## config.mk

```make
export PLATFORM = sky130hd
export DESIGN_NAME = usb_timer_rx
export DESIGN_NICKNAME = d
export VERILOG_FILES = /design/src/rtl/usb_rx_pkg.sv /design/src/rtl/flex_counter.sv /design/src/rtl/usb_timer_rx.sv
export SDC_FILE = /design/constraint.sdc
export NUM_CORES = 1
export LEC_CHECK = 0
export CAP_MARGIN = 20
export CORE_MARGIN = 4
export CORE_UTILIZATION = 54
export DETAILED_ROUTE_END_ITERATION = 10
export GPL_TIMING_DRIVEN = 0
export PLACE_DENSITY = 0.79
export SLEW_MARGIN = 20
export SYNTH_ARGS = -nofsm -noshare
export SYNTH_HDL_FRONTEND = slang
export SYNTH_SLANG_ARGS = --single-unit
```

## constraint.sdc

```tcl
create_clock -name clk -period 4.4 [get_ports clk]
set_clock_uncertainty 0.05 [all_clocks]
set_input_delay 0.88 -clock clk [delete_from_list [all_inputs] [get_ports clk]]
set_output_delay 0.88 -clock clk [all_outputs]
set_load 0.005 [all_outputs]
```

## src/rtl/usb_rx_pkg.sv

```systemverilog
// Shared constants, types and PID decode for the USB receive timer.
package usb_rx_pkg;

    // Token, handshake and data PIDs (low nibble of the PID byte)
    localparam logic [3:0] PID_OUT   = 4'b0001;
    localparam logic [3:0] PID_IN    = 4'b1001;
    localparam logic [3:0] PID_SETUP = 4'b1101;
    localparam logic [3:0] PID_ACK   = 4'b0010;
    localparam logic [3:0] PID_NAK   = 4'b1010;
    localparam logic [3:0] PID_STALL = 4'b1110;
    localparam logic [3:0] PID_DATA0 = 4'b0011;
    localparam logic [3:0] PID_DATA1 = 4'b1011;

    // Packet lengths in bytes, PID byte included
    localparam int unsigned HS_LEN        = 1;
    localparam int unsigned TOKEN_LEN     = 3;
    localparam int unsigned CRC_BYTES     = 2;
    localparam int unsigned BITS_PER_BYTE = 8;

    typedef enum logic [1:0] {
        PktNone      = 2'd0,
        PktHandshake = 2'd1,
        PktToken     = 2'd2,
        PktData      = 2'd3
    } pkt_type_e;

    typedef enum logic [1:0] {
        StIdle,
        StPid,
        StBody,
        StError
    } state_e;

    // PktNone means the byte is not an acceptable PID (bad check nibble or unsupported code)
    function automatic pkt_type_e decode_pid(input logic [7:0] pid_byte);
        decode_pid = PktNone;
        if (pid_byte[7:4] == ~pid_byte[3:0]) begin
            case (pid_byte[3:0])
                PID_ACK, PID_NAK, PID_STALL: decode_pid = PktHandshake;
                PID_OUT, PID_IN, PID_SETUP:  decode_pid = PktToken;
                PID_DATA0, PID_DATA1:        decode_pid = PktData;
                default:                     decode_pid = PktNone;
            endcase
        end
    endfunction

endpackage

```

## src/rtl/flex_counter.sv

```systemverilog
// Generic wrapping counter: counts 0..rollover_val-1 and emits a registered
// one-cycle rollover_flag in the cycle after the wrapping increment.
module flex_counter #(
    parameter int unsigned NUM_CNT_BITS = 4
) (
    input  logic                    clk,
    input  logic                    n_rst,
    input  logic                    clear,
    input  logic                    count_enable,
    input  logic [NUM_CNT_BITS-1:0] rollover_val,
    output logic [NUM_CNT_BITS-1:0] count_out,
    output logic                    rollover_flag
);

    logic [NUM_CNT_BITS-1:0] count_q, count_d;
    logic                    flag_q, flag_d;

    // Next count: clear wins over enable; wrap to zero on the last value
    always_comb begin
        count_d = count_q;
        flag_d  = 1'b0;
        if (clear) begin
            count_d = '0;
        end else if (count_enable) begin
            if (count_q == rollover_val - NUM_CNT_BITS'(1)) begin
                count_d = '0;
                flag_d  = 1'b1;
            end else begin
                count_d = count_q + NUM_CNT_BITS'(1);
            end
        end
    end

    // Count and flag registers
    always_ff @(posedge clk or negedge n_rst) begin
        if (!n_rst) begin
            count_q <= '0;
            flag_q  <= 1'b0;
        end else begin
            count_q <= count_d;
            flag_q  <= flag_d;
        end
    end

    assign count_out     = count_q;
    assign rollover_flag = flag_q;

endmodule

```

## src/rtl/usb_timer_rx.sv

```systemverilog
// USB receive timing/framing: counts unstuffed bits into bytes, checks the PID,
// tracks packet length and validates the packet at EOP.
module usb_timer_rx
    import usb_rx_pkg::*;
#(
    parameter int unsigned PAYLOAD_BYTES = 32,
    parameter int unsigned CNT_W         = 6
) (
    input  logic             clk,
    input  logic             n_rst,
    input  logic             receiving,
    input  logic             shift_enable,
    input  logic [7:0]       rx_byte,
    input  logic             eop,
    output logic             byte_received,
    output logic             packet_done,
    output logic             rx_error,
    output logic [3:0]       pid,
    output logic [1:0]       pkt_type,
    output logic [CNT_W-1:0] byte_count
);

    localparam logic [CNT_W-1:0] HsLen   = CNT_W'(HS_LEN);
    localparam logic [CNT_W-1:0] TokLen  = CNT_W'(TOKEN_LEN);
    localparam logic [CNT_W-1:0] DataLen = CNT_W'(1 + PAYLOAD_BYTES + CRC_BYTES);

    state_e           state_q, state_d;
    logic [CNT_W-1:0] byte_count_q, byte_count_d;
    logic [CNT_W-1:0] expected_q, expected_d;
    logic [3:0]       pid_q, pid_d;
    pkt_type_e        pkt_type_q, pkt_type_d;
    logic             rx_error_q, rx_error_d;
    logic             packet_done_q, packet_done_d;

    logic             pkt_start, cnt_clear, cnt_en;
    logic [3:0]       bit_cnt;
    logic             byte_done;
    pkt_type_e        dec_type;
    logic [CNT_W-1:0] dec_len;
    logic [CNT_W-1:0] cnt_now, exp_now;
    logic             pkt_bad;

    assign pkt_start = (state_q == StIdle) && receiving;
    assign cnt_clear = !receiving || pkt_start;
    // A strobe coincident with eop belongs to the EOP, not the packet
    assign cnt_en    = shift_enable && !eop && (state_q != StIdle);

    flex_counter #(
        .NUM_CNT_BITS (4)
    ) u_bit_cnt (
        .clk           (clk),
        .n_rst         (n_rst),
        .clear         (cnt_clear),
        .count_enable  (cnt_en),
        .rollover_val  (4'(BITS_PER_BYTE)),
        .count_out     (bit_cnt),
        .rollover_flag (byte_done)
    );

    assign dec_type = decode_pid(rx_byte);

    // Expected total packet length for the PID currently on rx_byte
    always_comb begin
        dec_len = '0;
        unique case (dec_type)
            PktHandshake: dec_len = HsLen;
            PktToken:     dec_len = TokLen;
            PktData:      dec_len = DataLen;
            default:      dec_len = '0;
        endcase
    end

    // Framing FSM: a completed byte is accounted for before eop/abort are judged
    always_comb begin
        state_d       = state_q;
        byte_count_d  = byte_count_q;
        expected_d    = expected_q;
        pid_d         = pid_q;
        pkt_type_d    = pkt_type_q;
        rx_error_d    = rx_error_q;
        packet_done_d = 1'b0;
        pkt_bad       = 1'b0;
        exp_now       = expected_q;
        cnt_now       = byte_count_q;
        if (byte_done && (byte_count_q != {CNT_W{1'b1}})) begin
            cnt_now = byte_count_q + CNT_W'(1);
        end

        unique case (state_q)
            StIdle: begin
                if (receiving) begin
                    state_d      = StPid;
                    byte_count_d = '0;
                    expected_d   = '0;
                    pid_d        = '0;
                    pkt_type_d   = PktNone;
                    rx_error_d   = 1'b0;
                end
            end
            StPid, StBody: begin
                byte_count_d = cnt_now;
                if (state_q == StPid) begin
                    if (byte_done) begin
                        if (dec_type == PktNone) begin
                            pkt_bad = 1'b1;
                        end else begin
                            pid_d      = rx_byte[3:0];
                            pkt_type_d = dec_type;
                            expected_d = dec_len;
                            exp_now    = dec_len;
                            state_d    = StBody;
                        end
                    end
                end else if (byte_done && (cnt_now > expected_q)) begin
                    pkt_bad = 1'b1;
                end

                if (eop) begin
                    // Only a decoded packet can complete; the PID byte must be in
                    if (!pkt_bad && (state_d == StBody) && (cnt_now == exp_now) &&
                        (bit_cnt == '0)) begin
                        packet_done_d = 1'b1;
                        state_d       = StIdle;
                    end else begin
                        rx_error_d = 1'b1;
                        state_d    = StError;
                    end
                end else if (!receiving) begin
                    rx_error_d = 1'b1;
                    state_d    = StIdle;
                end else if (pkt_bad) begin
                    rx_error_d = 1'b1;
                    state_d    = StError;
                end
            end
            StError: begin
                byte_count_d = cnt_now;
                rx_error_d   = 1'b1;
                if (eop || !receiving) begin
                    state_d = StIdle;
                end
            end
            default: state_d = StIdle;
        endcase
    end

    // State and output registers
    always_ff @(posedge clk or negedge n_rst) begin
        if (!n_rst) begin
            state_q       <= StIdle;
            byte_count_q  <= '0;
            expected_q    <= '0;
            pid_q         <= '0;
            pkt_type_q    <= PktNone;
            rx_error_q    <= 1'b0;
            packet_done_q <= 1'b0;
        end else begin
            state_q       <= state_d;
            byte_count_q  <= byte_count_d;
            expected_q    <= expected_d;
            pid_q         <= pid_d;
            pkt_type_q    <= pkt_type_d;
            rx_error_q    <= rx_error_d;
            packet_done_q <= packet_done_d;
        end
    end

    assign byte_received = byte_done;
    assign packet_done   = packet_done_q;
    assign rx_error      = rx_error_q;
    assign pid           = pid_q;
    assign pkt_type      = pkt_type_q;
    assign byte_count    = byte_count_q;

endmodule

```

==> summary.json <==
{
  "outcome": {
    "outcome": "finished, final reports clean"
  },
  "critical_path": {
    "critical_path_arrival_ps": 3640,
    "crit_path_start_kind": "register",
    "setup.worst_path.end_class": "register",
    "worst_r2r_startpoint": "byte_count[0]$_DFFE_PN0P_",
    "worstRegToRegCells": 14,
    "critical_setup_path_kind": "reg2reg",
    "worstSetupStartpoint": "byte_count[0]$_DFFE_PN0P_",
    "crit_required_ps": 4550,
    "r2r-end": "state_q[0]$_DFFE_PN0P_",
    "maximum_fanout_along_the_worst_path": 6,
    "timing.critical_path.to": "state_q[0]$_DFFE_PN0P_",
    "setup_slack_of_the_most_critical_reg_to_reg_path_ps": 910
  },
  "worst_hold_path": {
    "min_path_type": "reg2reg"
  },
  "synth": {
    "yosys.cell_types.count": 43,
    "postSynthCellCount": 209,
    "postSynth.asyncResetShare_pct": 100,
    "ys_seq_area_share_pct": 36.4,
    "mappedNetlistArea_um2": 1860,
    "synth_edf_count": 0,
    "synth.avg_cell_area_um2": 8.88,
    "ys.flop_type": "sky130_fd_sc_hd__dfrtp_1",
    "synth.ff_latch_count": 27,
    "synth.net_count": 234,
    "count_of_warnings_emitted_by_yosys": 0
  },
  "pwr": {
    "power.density_nw_per_um2": 340,
    "ir_worst_vdd_mv": 0.344,
    "power_leakage_nw": 0.997,
    "design_power_total_mw": 0.743
  },
  "place": {
    "buffer_ports.inserted": 25,
    "dp_hpwl_um": 2990,
    "gp_congestion": 0.795,
    "pre_cts_setup_slack_ps": 964,
    "place.detailed.instances": 280
  },
  "final_layout": {
    "final.fill_count": 303,
    "area_growth_pct": 17.7,
    "multi_input_area_um2": 1080,
    "finish.net_count": 264,
    "layout.area.seq_um2": 676,
    "layout-drive-gt1-share_pct": 6.30,
    "antenna_cells": 0,
    "final-instance-count-excl-fill": 284
  },
  "clock_network": {
    "number_of_buffers_created_by_cts": 3,
    "worstSkewPairLatency_ps": 320,
    "ctsResizeCount": 0,
    "htreeDepth": 1,
    "cts_hold_buffers": 0,
    "clk_transition_reported_paths_ps": 140,
    "setup_repair_bufs_after_cts": 0,
    "cts_num_sinks": 27,
    "clk_path_buf_depth": 2,
    "clockRootBuffer": "sky130_fd_sc_hd__clkbuf_4",
    "clock_tree_from_tritoncts": "built"
  },
  "route": {
    "routed_wirelength_um": 3930,
    "drc": 0,
    "drt-initial-drc-count": 79,
    "detailedRoute.firstPassIterationCount": 4,
    "vias_per_cell": 5.67,
    "routedWlPerCell_um": 13.8,
    "drt.antenna.violating_nets": 0,
    "via_count": 1609
  },
  "sta": {
    "timing_max_transition_violations_final": 0,
    "tightest_slew_ps": 609,
    "fin_crit_ps": 3490,
    "post-route-worst-setup-slack_ps": 914,
    "hold-worst-slack_ps": 451,
    "clock.fmax_ghz": 0.287,
    "finalSetupTns_ps": 0,
    "finalHoldViolCount": 0,
    "setup_viol_count_final": 0,
    "finalCritPeriodShare_pct": 79.2,
    "rsz0062_at_grt": "no",
    "timing.max_slew.rel_slack_pct": 59.4
  },
  "global_routing": {
    "antenna_violations_before_repair": 0,
    "first_global_vias": 1509,
    "gr-usage-all-layers_pct": 19.8,
    "pin_count_of_the_biggest_net_entering_global_routing": 28,
    "grt_pass1_wl_um": 6830,
    "grt_remaining_overflow": 0
  },
  "die": {
    "dieHeight_um": 66.6,
    "chipWidth_um": 66.6,
    "fp.dieArea_um2": 4440,
    "num_io_pins": 28,
    "core_um2": 3340,
    "floorplan.initialDensity_pct": 55.6,
    "placement_rows": 21
  },
  "flow_run": {
    "max_cap_violations": 0
  }
}
==> power by group <==
| group | total [mW] | internal, mW | switching, mW |
|---|---|---|---|
| Clock | 0.107 | 0.0355 | 0.0712 |
| Combinational | 0.347 | 0.135 | 0.212 |
| Sequential | 0.290 | 0.272 | 0.0173 |
| Total | 0.743 | 0.443 | 0.301 |
==> worst max-delay path, stage by stage (launching register included) <==
cell                        delay, ps
sky130_fd_sc_hd__dfrtp_1          440
sky130_fd_sc_hd__ha_1             270
sky130_fd_sc_hd__nand3_1           90
sky130_fd_sc_hd__o21ai_0          320
sky130_fd_sc_hd__mux2i_1          360
sky130_fd_sc_hd__inv_1             80
sky130_fd_sc_hd__ha_1             290
sky130_fd_sc_hd__nor2b_1          130
sky130_fd_sc_hd__o21bai_1         110
sky130_fd_sc_hd__a31oi_1          150
sky130_fd_sc_hd__nor2_1           170
sky130_fd_sc_hd__nand2_1          120
sky130_fd_sc_hd__a2111oi_4        380
sky130_fd_sc_hd__and3_1           270
sky130_fd_sc_hd__o221ai_2         120
==> placed cells by master, fill, tap and decap left out, types with 5 or more instances in the layout <==
| master | count |
|---|---|
| sky130_fd_sc_hd__a21o_1 | 5 |
| sky130_fd_sc_hd__a21oi_1 | 10 |
| sky130_fd_sc_hd__clkbuf_1 | 5 |
| sky130_fd_sc_hd__clkdlybuf4s50_1 | 24 |
| sky130_fd_sc_hd__dfrtp_1 | 27 |
| sky130_fd_sc_hd__ha_1 | 12 |
| sky130_fd_sc_hd__inv_1 | 19 |
| sky130_fd_sc_hd__mux2i_1 | 5 |
| sky130_fd_sc_hd__nand2_1 | 33 |
| sky130_fd_sc_hd__nand2b_1 | 5 |
| sky130_fd_sc_hd__nand3_1 | 6 |
| sky130_fd_sc_hd__nand4_1 | 6 |
| sky130_fd_sc_hd__nor2_1 | 9 |
| sky130_fd_sc_hd__nor2b_1 | 6 |
| sky130_fd_sc_hd__o21ai_0 | 15 |
| sky130_fd_sc_hd__xnor2_1 | 7 |
==> sequential cells by signal (all words and copies together) (netlist names) <==
signal and flops:
byte_count 6, u_bit_cnt.rollover_flag 1, expected_q 6, rx_error 1
state_q 2, packet_done 1, u_bit_cnt.count_out 4, pid 4
pkt_type 2
==> cell type report <==
class	count	area share, %
repair buffers	25	11.2
flip-flops and latches	27	30.9
multi-input cells	157	49.2
clock buffers	4	1.20
plain buffers	6	1.55
inverters	19	3.26
well taps	46	2.63
==> routing by layer <==
layer  vias to the layer above  share of wire [%]  wire length, um  track usage, %
met5                         -                  0                0               0
met4                         0               0.71               28            4.31
met3                         5                4.3              169            2.87
met2                        37                 49             1920            33.0
met1                       778                 46             1810            27.2
li1                        789                  -                -               -
==> worst min-delay path by stage <==
stage | startpoint | end | cells after the start
after global placement | pkt_type[1]$_DFFE_PN0P_ | pkt_type[1]$_DFFE_PN0P_ | 2
after floorplan | expected_q[4]$_DFFE_PN0P_ | expected_q[4]$_DFFE_PN0P_ | 1
after detailed placement | pid[0]$_DFFE_PN0P_ | pid[0]$_DFFE_PN0P_ | 2
after CTS | pid[0]$_DFFE_PN0P_ | pid[0]$_DFFE_PN0P_ | 2
after global routing | pid[2]$_DFFE_PN0P_ | pid[2]$_DFFE_PN0P_ | 2
final | pid[2]$_DFFE_PN0P_ | pid[2]$_DFFE_PN0P_ | 2
==> stage by stage <==
stage	utilization, %	instance area [um2]
after global routing	65.5	2190
after detailed placement	64.7	2160
after CTS	65.5	2190
after floorplan	-	1860
final	65.5	2190
after global placement	64.9	2160
==> synthesized netlist by cell type, types with 2 or more instances <==
cell type,instances,area [um2]
sky130_fd_sc_hd__nand2_1,33,124
sky130_fd_sc_hd__dfrtp_1,27,676
sky130_fd_sc_hd__inv_1,19,71.3
sky130_fd_sc_hd__o21ai_0,15,75.1
sky130_fd_sc_hd__ha_1,12,150
sky130_fd_sc_hd__a21oi_1,10,50.1
sky130_fd_sc_hd__nor2_1,9,33.8
sky130_fd_sc_hd__xnor2_1,7,61.3
sky130_fd_sc_hd__nand3_1,6,30.0
sky130_fd_sc_hd__nand4_1,6,37.5
sky130_fd_sc_hd__nor2b_1,6,37.5
sky130_fd_sc_hd__a21o_1,5,37.5
sky130_fd_sc_hd__mux2i_1,5,50.1
sky130_fd_sc_hd__nand2b_1,5,31.3
sky130_fd_sc_hd__clkbuf_1,4,15.0
sky130_fd_sc_hd__a31oi_1,3,18.8
sky130_fd_sc_hd__and2_1,3,18.8
sky130_fd_sc_hd__and3_1,3,18.8
sky130_fd_sc_hd__a32o_1,2,20.0
sky130_fd_sc_hd__and3_2,2,15.0
sky130_fd_sc_hd__o21bai_1,2,15.0
sky130_fd_sc_hd__o22ai_1,2,12.5
sky130_fd_sc_hd__o32ai_1,2,17.5
sky130_fd_sc_hd__xor2_1,2,17.5
==> logic make-up (layout without fill, tap and decap cells) <==
kind of cell	Yosys count	in the layout	synth area share [%]
xor gates and xnor gates	10	10	5.12
and+or+nand+nor	79	79	22.6
DFF	27	27	36.4
AOI/OAI and AO/OA	51	51	19.5
adders and majority gates	12	12	8.09
buffers and inverters	25	54	5.66
muxes	5	5	2.70
Note: power is estimated with default switching activity, not from simulation.
